**src/rtl/bot_link_pkg.sv**
```systemverilog
// Shared types and defaults for the multi-bot velocity link.
package bot_link_pkg;

  localparam int unsigned VW_DEF      = 16;
  localparam int unsigned FRAC_DEF    = 11;
  localparam int unsigned TIMEOUT_DEF = 300;

  typedef enum logic [1:0] {
    ST_IDLE,
    ST_GRANT,
    ST_WRITE
  } state_e;

  typedef struct packed {
    logic [VW_DEF-1:0] vx;
    logic [VW_DEF-1:0] vy;
  } vel_pair_t;

  // Index width for n entries, never narrower than one bit.
  function automatic int unsigned idx_w(input int unsigned n);
    return (n > 1) ? $clog2(n) : 1;
  endfunction

endpackage

```
**src/rtl/bot_velocity_dispatch_if.sv**
```systemverilog
// Write-request handshake between the velocity dispatcher and the mailbox writers.
interface bot_velocity_dispatch_if
  import bot_link_pkg::*;
#(
  parameter int unsigned NUM_BOTS = 3,
  parameter int unsigned VW       = VW_DEF
) ();

  localparam int unsigned IW = idx_w(NUM_BOTS);

  logic          wr_valid;
  logic [IW-1:0] wr_bot;
  logic [VW-1:0] wr_vx;
  logic [VW-1:0] wr_vy;
  logic          wr_ack;

  modport master (
    output wr_valid,
    output wr_bot,
    output wr_vx,
    output wr_vy,
    input  wr_ack
  );

  modport slave (
    input  wr_valid,
    input  wr_bot,
    input  wr_vx,
    input  wr_vy,
    output wr_ack
  );

endinterface

```
**src/rtl/rr_arbiter.sv**
```systemverilog
// Combinational round-robin picker: first request after last_i, wrapping modulo NUM_BOTS.
module rr_arbiter
  import bot_link_pkg::*;
#(
  parameter int unsigned NUM_BOTS = 3,
  localparam int unsigned IW      = idx_w(NUM_BOTS)
) (
  input  logic [NUM_BOTS-1:0] req_i,
  input  logic [IW-1:0]       last_i,
  output logic [NUM_BOTS-1:0] gnt_o,
  output logic [IW-1:0]       idx_o,
  output logic                any_o
);

  int unsigned         cand;
  logic [NUM_BOTS-1:0] req_rot;

  always_comb begin
    gnt_o   = '0;
    idx_o   = '0;
    any_o   = 1'b0;
    cand    = 0;
    req_rot = '0;
    for (int unsigned k = 1; k <= NUM_BOTS; k++) begin
      cand    = (32'(last_i) + k) % NUM_BOTS;
      req_rot = req_i >> cand;
      if (!any_o && req_rot[0]) begin
        any_o = 1'b1;
        idx_o = IW'(cand);
        gnt_o = NUM_BOTS'(1) << cand;
      end
    end
  end

endmodule

```
**src/rtl/bot_velocity_dispatch.sv**
```systemverilog
// Snapshots per-bot velocity pairs on a write_check edge and delivers them one at a
// time to ready mailboxes, with round-robin arbitration, overrun and timeout flags.
module bot_velocity_dispatch
  import bot_link_pkg::*;
#(
  parameter int unsigned NUM_BOTS = 3,
  parameter int unsigned VW       = VW_DEF,
  parameter int unsigned FRAC     = FRAC_DEF,
  parameter int unsigned TIMEOUT  = TIMEOUT_DEF
) (
  input  logic                   clk,
  input  logic                   rst,
  input  logic                   write_check,
  input  logic [NUM_BOTS*VW-1:0] vx_bin,
  input  logic [NUM_BOTS*VW-1:0] vy_bin,
  input  logic [NUM_BOTS-1:0]    bot_ready,
  input  logic                   clr_flags,
  output logic                   en,
  output logic [NUM_BOTS-1:0]    overrun,
  output logic [NUM_BOTS-1:0]    timeout,
  bot_velocity_dispatch_if.master wr
);

  localparam int unsigned   IW        = idx_w(NUM_BOTS);
  localparam int unsigned   AW        = idx_w(TIMEOUT);
  localparam logic [AW-1:0] AGE_LIMIT = AW'(TIMEOUT - 1);

  // FRAC only describes the mailbox-side fixed-point format; reject nonsense values.
  if (FRAC >= VW) begin : g_frac_chk
    $error("FRAC must be smaller than VW");
  end

  state_e              state_q, state_d;
  logic                wc_q;
  logic [NUM_BOTS-1:0] pend_q, pend_d;
  logic [NUM_BOTS-1:0] ovr_q, ovr_d;
  logic [NUM_BOTS-1:0] tmo_q, tmo_d;
  logic [AW-1:0]       age_q [NUM_BOTS];
  logic [AW-1:0]       age_d [NUM_BOTS];
  logic [VW-1:0]       vx_sh_q [NUM_BOTS];
  logic [VW-1:0]       vy_sh_q [NUM_BOTS];
  logic [IW-1:0]       last_q, last_d;
  logic [IW-1:0]       bot_q, bot_d;
  logic [VW-1:0]       vx_q, vx_d;
  logic [VW-1:0]       vy_q, vy_d;
  logic                valid_q, valid_d;

  logic                capture;
  logic [NUM_BOTS-1:0] req;
  logic [NUM_BOTS-1:0] gnt;
  logic [NUM_BOTS-1:0] granted;
  logic [NUM_BOTS-1:0] inflight;
  logic [IW-1:0]       gnt_idx;
  logic                gnt_any;

  assign capture  = write_check & ~wc_q;
  assign req      = pend_q & bot_ready;
  assign granted  = (state_q == ST_GRANT) ? gnt : '0;
  assign inflight = (state_q == ST_WRITE) ? (NUM_BOTS'(1) << bot_q) : '0;

  rr_arbiter #(.NUM_BOTS(NUM_BOTS)) u_rr_arbiter (
    .req_i  (req),
    .last_i (last_q),
    .gnt_o  (gnt),
    .idx_o  (gnt_idx),
    .any_o  (gnt_any)
  );

  // Pending/aging/flag bookkeeping; a capture overrides grant and timeout clears.
  always_comb begin
    pend_d = pend_q & ~granted;
    ovr_d  = clr_flags ? '0 : ovr_q;
    tmo_d  = clr_flags ? '0 : tmo_q;
    for (int i = 0; i < NUM_BOTS; i++) begin
      age_d[i] = age_q[i];
      if (pend_q[i] && !inflight[i]) begin
        age_d[i] = age_q[i] + AW'(1);
      end
      if (pend_q[i] && !granted[i] && (age_q[i] == AGE_LIMIT)) begin
        pend_d[i] = 1'b0;
        tmo_d[i]  = 1'b1;
      end
      if (capture) begin
        age_d[i] = '0;
      end
    end
    if (capture) begin
      ovr_d  = ovr_d | pend_q | inflight;
      pend_d = '1;
    end
  end

  always_comb begin
    state_d = state_q;
    valid_d = valid_q;
    bot_d   = bot_q;
    vx_d    = vx_q;
    vy_d    = vy_q;
    last_d  = last_q;
    unique case (state_q)
      ST_IDLE: begin
        if (|req) state_d = ST_GRANT;
      end
      ST_GRANT: begin
        if (gnt_any) begin
          bot_d   = gnt_idx;
          vx_d    = vx_sh_q[gnt_idx];
          vy_d    = vy_sh_q[gnt_idx];
          valid_d = 1'b1;
          state_d = ST_WRITE;
        end else begin
          state_d = ST_IDLE;
        end
      end
      ST_WRITE: begin
        if (wr.wr_ack) begin
          valid_d = 1'b0;
          last_d  = bot_q;
          state_d = ST_IDLE;
        end
      end
      default: state_d = ST_IDLE;
    endcase
  end

  always_ff @(posedge clk) begin
    if (rst) begin
      state_q <= ST_IDLE;
      wc_q    <= 1'b0;
      pend_q  <= '0;
      ovr_q   <= '0;
      tmo_q   <= '0;
      last_q  <= IW'(NUM_BOTS - 1);
      bot_q   <= '0;
      vx_q    <= '0;
      vy_q    <= '0;
      valid_q <= 1'b0;
      for (int i = 0; i < NUM_BOTS; i++) begin
        age_q[i]   <= '0;
        vx_sh_q[i] <= '0;
        vy_sh_q[i] <= '0;
      end
    end else begin
      state_q <= state_d;
      wc_q    <= write_check;
      pend_q  <= pend_d;
      ovr_q   <= ovr_d;
      tmo_q   <= tmo_d;
      last_q  <= last_d;
      bot_q   <= bot_d;
      vx_q    <= vx_d;
      vy_q    <= vy_d;
      valid_q <= valid_d;
      for (int i = 0; i < NUM_BOTS; i++) begin
        age_q[i] <= age_d[i];
        if (capture) begin
          vx_sh_q[i] <= vx_bin[i*VW +: VW];
          vy_sh_q[i] <= vy_bin[i*VW +: VW];
        end
      end
    end
  end

  assign en          = (|pend_q) || (state_q != ST_IDLE);
  assign overrun     = ovr_q;
  assign timeout     = tmo_q;
  assign wr.wr_valid = valid_q;
  assign wr.wr_bot   = bot_q;
  assign wr.wr_vx    = vx_q;
  assign wr.wr_vy    = vy_q;

endmodule

```
**src/flat_wrapper.sv**
```systemverilog
// flat-port wrapper written by rule: the top's interface ports become plain ports
module bot_velocity_dispatch_flat import bot_link_pkg::*;
#(
  parameter int unsigned NUM_BOTS = 3,
  parameter int unsigned VW       = VW_DEF,
  parameter int unsigned FRAC     = FRAC_DEF,
  parameter int unsigned TIMEOUT  = TIMEOUT_DEF
)
  (clk, rst, write_check, vx_bin, vy_bin, bot_ready, clr_flags, en, overrun, timeout, wr_wr_valid, wr_wr_bot, wr_wr_vx, wr_wr_vy, wr_wr_ack);
  bot_velocity_dispatch_if #(.NUM_BOTS(NUM_BOTS), .VW(VW)) wr_i ();
  input  logic clk;
  input  logic rst;
  input  logic write_check;
  input  logic [NUM_BOTS*VW-1:0] vx_bin;
  input  logic [NUM_BOTS*VW-1:0] vy_bin;
  input  logic [NUM_BOTS-1:0] bot_ready;
  input  logic clr_flags;
  output logic en;
  output logic [NUM_BOTS-1:0] overrun;
  output logic [NUM_BOTS-1:0] timeout;
  output wire logic [$bits(wr_i.wr_valid)-1:0] wr_wr_valid;
  output wire logic [$bits(wr_i.wr_bot)-1:0] wr_wr_bot;
  output wire logic [$bits(wr_i.wr_vx)-1:0] wr_wr_vx;
  output wire logic [$bits(wr_i.wr_vy)-1:0] wr_wr_vy;
  input wire logic [$bits(wr_i.wr_ack)-1:0] wr_wr_ack;
  assign wr_wr_valid = wr_i.wr_valid;
  assign wr_wr_bot = wr_i.wr_bot;
  assign wr_wr_vx = wr_i.wr_vx;
  assign wr_wr_vy = wr_i.wr_vy;
  assign wr_i.wr_ack = wr_wr_ack;
  bot_velocity_dispatch #(.NUM_BOTS(NUM_BOTS), .VW(VW), .FRAC(FRAC), .TIMEOUT(TIMEOUT)) u_core (.clk(clk), .rst(rst), .write_check(write_check), .vx_bin(vx_bin), .vy_bin(vy_bin), .bot_ready(bot_ready), .clr_flags(clr_flags), .en(en), .overrun(overrun), .timeout(timeout), .wr(wr_i));
endmodule
```
**config.mk**
```make
export PLATFORM = sky130hd
export DESIGN_NAME = bot_velocity_dispatch_flat
export DESIGN_NICKNAME = d
export VERILOG_FILES = /design/src/rtl/bot_link_pkg.sv /design/src/rtl/bot_velocity_dispatch_if.sv /design/src/rtl/rr_arbiter.sv /design/src/rtl/bot_velocity_dispatch.sv /design/src/flat_wrapper.sv
export SDC_FILE = /design/constraint.sdc
export NUM_CORES = 1
export LEC_CHECK = 0
export ABC_AREA = 1
export ABC_CLOCK_PERIOD_IN_PS = 7200
export CAP_MARGIN = 20
export CORE_MARGIN = 2
export CORE_UTILIZATION = 40
export CTS_BUF_LIST = sky130_fd_sc_hd__clkbuf_2 sky130_fd_sc_hd__clkbuf_4 sky130_fd_sc_hd__clkbuf_8
export CTS_CLUSTER_SIZE = 14
export DETAILED_ROUTE_END_ITERATION = 8
export GPL_ROUTABILITY_DRIVEN = 0
export SLEW_MARGIN = 20
export SYNTH_ARGS = -nofsm -noshare
export SYNTH_HDL_FRONTEND = slang
export SYNTH_SLANG_ARGS = --single-unit
```
**constraint.sdc**
```tcl
create_clock -name clk -period 7.2 [get_ports clk]
set_input_delay 1.44 -clock clk [delete_from_list [all_inputs] [get_ports clk]]
set_output_delay 1.44 -clock clk [all_outputs]
set_load 0.01 [all_outputs]
```
======== Word level (Yosys, flattened, before mapping) ========
Memories as Yosys holds them, arrays and structs flattened. A register that Yosys moved wholly into a read port is not among the register bits.
Cells that the tools add are included.
Widths: inputs -> output; s select.
cells by class
  add/subtract/negate cells ............... 6
  div/mod/pow operators ................... 3
  equality and inequality tests ........... 8
  shifts and indexed selects .............. 7
  multiplexer cells ....................... 49
  bitwise logic cells ..................... 16
  reduce and logical (&&, ||, !) cells .... 32
operators with widths
  cell                   number
  $mod 32x2->32 const B  3
  $mux 16                6
  $shl 1x32->3 const A   3
  $shr 3x32->1           3
  $mux 9                 9
  $add 9x1->9 const B    3
  $eq 9x9->1 const B     3
  $mux 3                 9
  $mux 1                 17
  $mux 2                 6
  $logic_and 1x1->1      11
  $reduce_bool 2->1      5
  $or 1x1->1             9
  $logic_not 1->1        8
  $add 2x2->3 const B    2
  $and 3x3->3            2
  $or 3x3->3             2
  $pmux 2 s3             1
  $reduce_and 2->1       3
  $reduce_or 3->1        2
  $ne 2x1->1 const B     2
  $add 2x1->3 const B    1
  $not 3->3              1
  $reduce_and 3->1       1
  other kinds (9)        9
storage, ports and cells
  register bits ........................... 17
  bits in writable memories ............... 123
  input port bits ......................... 104
  output and inout bits ................... 42
  logic and storage cells ................. 134
  memories ................................ 3
memory list
  memory          words  bits a word  read ports  clocked after memory_dff  wr ports  RTL line                     RTL
  u_core.vx_sh_q  3      16           1           1                         3         bot_velocity_dispatch.sv:40  logic [VW-1:0] vx_sh_q [NUM_BOTS];
  u_core.vy_sh_q  3      16           1           1                         3         bot_velocity_dispatch.sv:41  logic [VW-1:0] vy_sh_q [NUM_BOTS];
  u_core.age_q    3      9            3           0                         3         bot_velocity_dispatch.sv:38  logic [AW-1:0] age_q [NUM_BOTS];

======== Longest topological paths before layout ========
  depth in word-level cells ............... 16
  depth in mapped cells ................... 21
  gate-level depth less buffers ........... 20

======== Hierarchy ========
From an unflattened synthesis, not the netlist that was laid out.
unflattened totals
  cell total of the unflattened synthesis .. 951
  area total of the unflattened synthesis .. 8,096.5 um2
modules (own cells, without submodules)
  module                 instances  cells each  area each (um2)  seq. area each (um2)
  bot_velocity_dispatch  1          874         7,617.3          4,404.2
  rr_arbiter             1          77          479.2            0.0

======== Worst setup path before layout ========
No wires, ideal clock.
  kind .................................... input -> register
  from .................................... in rst
  to ...................................... mem u_core.vx_sh_q[0][0] in the netlist's numbering, enable pin
  setup time .............................. 499 ps
  arrival ................................. 4,645 ps
  data required time ...................... 6,701 ps
  slack ................................... 2,056 ps
  cell stages on the path ................. 4
  path buffers ............................ 2
  path through ............................ clkbuf_1 nor2_1 inv_1 clkbuf_1
RTL lines
  what         RTL line                     RTL
  from (decl)  flat_wrapper.sv:12           input logic rst;
  to (decl)    bot_velocity_dispatch.sv:40

======== Final worst setup path ========
  from .................................... reg u_core.last_q[0]
  to ...................................... reg u_core.vx_q[5], in the netlist u_core.wr.wr_vx[5] (read register of u_core.vx_sh_q)
on the way
  word-level cells in the longest chain between the ends .. 11
  elaborated cells on any way between the ends .. 20
  those cells by class .................... 3 x add/sub; 3 x div; 3 x shift; 6 x mux; 5 x reduce/logical
RTL lines
  what                               RTL line                      RTL
  from (decl)                        bot_velocity_dispatch.sv:42   logic [IW-1:0] last_q, last_d;
  from (signal assigned)             bot_velocity_dispatch.sv:133  last_q <= IW'(NUM_BOTS - 1);
  from (signal assigned)             bot_velocity_dispatch.sv:149  last_q <= last_d;
  $add 2x1->3                        rr_arbiter.sv:25              cand = (32'(last_i) + k) % NUM_BOTS;
  $mod 32x2->32                      rr_arbiter.sv:25
  $shr 3x32->1                       rr_arbiter.sv:26              req_rot = req_i >> cand;
  $mux 1                             rr_arbiter.sv:27              if (!any_o && req_rot[0]) begin
  $logic_not 1->1                    rr_arbiter.sv:27
  $logic_and 1x1->1                  rr_arbiter.sv:27
  $mux 1                             rr_arbiter.sv:27
  $logic_not 1->1                    rr_arbiter.sv:27
  $logic_and 1x1->1                  rr_arbiter.sv:27
  $mux 1                             rr_arbiter.sv:27
  $reduce_and 2->1 (no source line)  --
  to (decl)                          bot_velocity_dispatch.sv:44   logic [VW-1:0] vx_q, vx_d;
Parallel ways exist; a longest one is shown, timed or not.
A chain may end at the register's enable or synchronous reset.

==> impl_metrics.env <==
export IMPL_clock_insertion_delay_worst_skew_ps=460
export IMPL_detailedRoute_firstIterationViolations=390
export IMPL_clk_transition_reported_paths_ps=90
export IMPL_final_max_slew_viol_count=0
export IMPL_fin_area_um2=9790
export IMPL_drive_gt1_share_pct=5.84
export IMPL_synth_cell_area_um2=7810
export IMPL_antenna_found_initial=0
export IMPL_share_of_synthesized_flip_flops_with_an_asynchronous_set_or_reset_pct=0
export IMPL_criticalPathCategory="reg2reg"
export IMPL_syn_instance_count=936
export IMPL_max_cap_violations=0
export IMPL_holdPathEnd="u_core.wr.wr_valid"
export IMPL_worst_setup_path_startpoint="u_core.last_q[0]"
export IMPL_std_cell_rows=51
export IMPL_io_buffers=145
export IMPL_r2r_start="u_core.last_q[0]"
export IMPL_ys_seq_elements=172
export IMPL_synth_area_leader_cell="edfxtp_1"
export IMPL_max_freq_ghz=0.250
export IMPL_internal_power_mw=1.54
export IMPL_antenna_cells=0
export IMPL_post_cts_resized_instances=0
export IMPL_outcome="finished, final reports clean"
export IMPL_start_util_pct=40.4
export IMPL_post_route_period_util_pct=55.6
export IMPL_yosysWarnings=0
export IMPL_fin_cells=1343
export IMPL_cts_max_path_buffers=2
export IMPL_grt_pass1_vias=5827
export IMPL_post_synth_top_area_fraction_pct=36.9
export IMPL_yosys_cell_types_count=34
export IMPL_global_route_overflow_total=0
export IMPL_tritoncts_num_sinks=172
export IMPL_place_detailed_instances=1311
export IMPL_area_growth_syn_to_layout_pct=25.3
export IMPL_detail_route_wirelength_um=18900
export IMPL_fin_crit_ps=4000
export IMPL_drt_wirelength_per_cell_um=14.0
export IMPL_synthMostInstantiatedCell="nor2_1"
export IMPL_sw_frac_of_total_pct=27.8
export IMPL_nNetsFinal=1181
export IMPL_dieHeight_um=144
export IMPL_ant_nets=0
export IMPL_cts_hold_repair_buffers=0
export IMPL_timing_critical_path_arrival_ps=4400
export IMPL_clkPwrFrac_pct=30.3
export IMPL_worstHoldPathCells=2
export IMPL_worst_slew_pin_slew_ps=1020
export IMPL_synth_seq_area_share_pct=56.4
export IMPL_grt_pass1_wl_um=29600
export IMPL_post_cts_repair_setup_buffers=0
export IMPL_power_share_sequential_pct=53.1
export IMPL_worst_endpoint_required_ps=7590
export IMPL_end_kind="register"
export IMPL_grt_max_degree=85
export IMPL_grt_setup_unrepaired="false"
export IMPL_post_synth_cell_area_avg_um2=8.35
export IMPL_post_syn_nets=1052
export IMPL_setup_viol_count_final=0
export IMPL_place_area_um2=9410
export IMPL_io_pins=146
export IMPL_finalHoldViolations=0
export IMPL_yosys_top_cells_count="nor2_1, inv_1, nand2_1"
export IMPL_htreeDepth=4
export IMPL_design_die_area_um2=20700
export IMPL_cts_tree="built"
export IMPL_finalSetupTns_ps=0
export IMPL_dp_hpwl_um=12100
export IMPL_detailroute_via_count=6216
export IMPL_die_width_um=144
export IMPL_skew_ps=15.1
export IMPL_r2r_setup_slk_ps=3200
export IMPL_synth_top_flop_cell="edfxtp_1"
export IMPL_globalRouteTotalUtil_pct=18.7
export IMPL_max_slew_margin_pct=31.7
export IMPL_r2r_worst_path_cells=18
export IMPL_tritoncts_num_buffers=17
export IMPL_worst_setup_path_start_kind="register"
export IMPL_synth_area_leaders="edfxtp_1, dfxtp_1, nor2_1"
export IMPL_net_switching_power_mw=0.593
export IMPL_remaining_drc_errors=0
export IMPL_route_detailed_vias_per_inst=4.63
export IMPL_post_synth_edffs=96
export IMPL_power_density_nw_per_um2=218
export IMPL_finalCoreUtilization_pct=50.6
export IMPL_reg2reg_to="u_core.wr.wr_vx[5]"
export IMPL_power_ir_vdd_worst_v=0.000115
export IMPL_hold_class="reg2reg"
export IMPL_p_comb_share_pct=16.6
export IMPL_drt_first_pass_iters=5
export IMPL_core_area_um2=19300
export IMPL_cellLeakagePower_nw=4.14
export IMPL_critical_path_max_fanout=34
export IMPL_holdCritStartpoint="u_core.wr.wr_valid"
export IMPL_clock_root_buffer="clkbuf_8"
## per-layer routing
metal / share of wire (%) / wire length (µm) / up-vias / GRT usage, %
li1: - / - / 3187 / -
met1: 48 / 8980 / 2849 / 25.1
met2: 46 / 8610 / 157 / 30.4
met3: 4.9 / 923 / 23 / 3.93
met4: 1.8 / 338 / 0 / 6.04
met5: 0 / 0 / - / 0
## layout make-up
type,instances,area [µm²]
Fill cell,1871,9550
Sequential cell,172,4400
Multi-Input combinational cell,578,2650
Timing Repair Buffer,147,1460
Inverter,149,562
Tap cell,265,332
Clock buffer,20,263
Clock inverter,12,115
## worst max-delay path: stages (launching register included)
cell,delay (ps)
dfxtp_1,450
inv_1,130
ha_1,420
inv_2,130
nand3_2,90
ha_1,310
inv_1,50
nand2_1,40
nand2_1,50
nand2_1,70
nor2_4,130
nand2_4,100
nand3_2,110
nand3_2,730
nand2_4,730
nand2_1,110
nand3_1,120
nand2_1,60
nor2_1,70
## sequential cells by signal, indices dropped and copies added, names as in the netlist
signal              count
u_core.age_q           27
u_core.last_q           2
u_core.overrun          3
u_core.pend_q           3
u_core.state_q          2
u_core.timeout          3
u_core.vx_sh_q         48
u_core.vy_sh_q         48
u_core.wc_q             1
u_core.wr.wr_bot        2
u_core.wr.wr_valid      1
u_core.wr.wr_vx        16
u_core.wr.wr_vy        16
## metrics by stage
stage	total power, mW	setup slack [ps]	hold WS, ps
finish	2.13	3200	472
global route	2.23	2850	493
CTS	2.15	3190	477
detailed placement	1.51	2760	457
global placement	1.51	2800	454
floorplan	1.36	2060	447
## power by group through the flow
stage | sequential [mW] | clock, mW | combinational [mW]
3_5_place_dp | 1.15 | 0 | 0.355
4_1_cts | 1.13 | 0.659 | 0.358
3_3_place_gp | 1.15 | 0 | 0.353
2_1_floorplan | 1.16 | 0 | 0.202
5_1_grt | 1.14 | 0.694 | 0.395
6_report | 1.13 | 0.647 | 0.354
## cells by family (layout without fill, tap and decap cells)
logic type | count (synthesis) | count (layout) | synth area share [%]
AO/OA/AOI/OAI | 47 | 47 | 3.25
AND/OR/NAND/NOR | 513 | 513 | 28.0
XOR/XNOR | 6 | 6 | 0.672
flip-flops | 172 | 172 | 56.4
buffers and inverters | 186 | 328 | 9.80
adder cells (fa/ha/maj) | 12 | 12 | 1.92
## placed cells by master (no fill, tap or decap), types with 3 or more instances in the layout
cell type / netlist / final
and3_1: 3 / 3
nand2_1: 121 / 120
a21oi_1: 18 / 18
clkdlybuf4s50_1: 0 / 144
nand4_1: 6 / 6
xor2_1: 4 / 4
nand2_4: 3 / 4
dfxtp_1: 76 / 76
nor3b_1: 3 / 3
inv_2: 5 / 5
ha_1: 12 / 12
o22ai_1: 4 / 4
nor2_1: 260 / 260
nor2_4: 3 / 3
or2_2: 4 / 4
nor3_1: 13 / 13
nand3_1: 84 / 84
inv_1: 144 / 143
nand3_2: 5 / 5
edfxtp_1: 96 / 96
clkinvlp_4: 0 / 6
clkbuf_8: 0 / 18
o21ai_0: 18 / 18
nand2_2: 4 / 4
## worst max-delay path by stage
stage,cells after the start,endpoint
2_1_floorplan,4,u_core.vx_sh_q[0][0]
3_3_place_gp,13,u_core.wr.wr_vy[9]
3_5_place_dp,13,u_core.wr.wr_vx[5]
4_1_cts,18,u_core.wr.wr_vx[5]
5_1_grt,18,u_core.wr.wr_vx[13]
6_report,18,u_core.wr.wr_vx[5]
No activity file was read; power rests on OpenSTA's default activity.
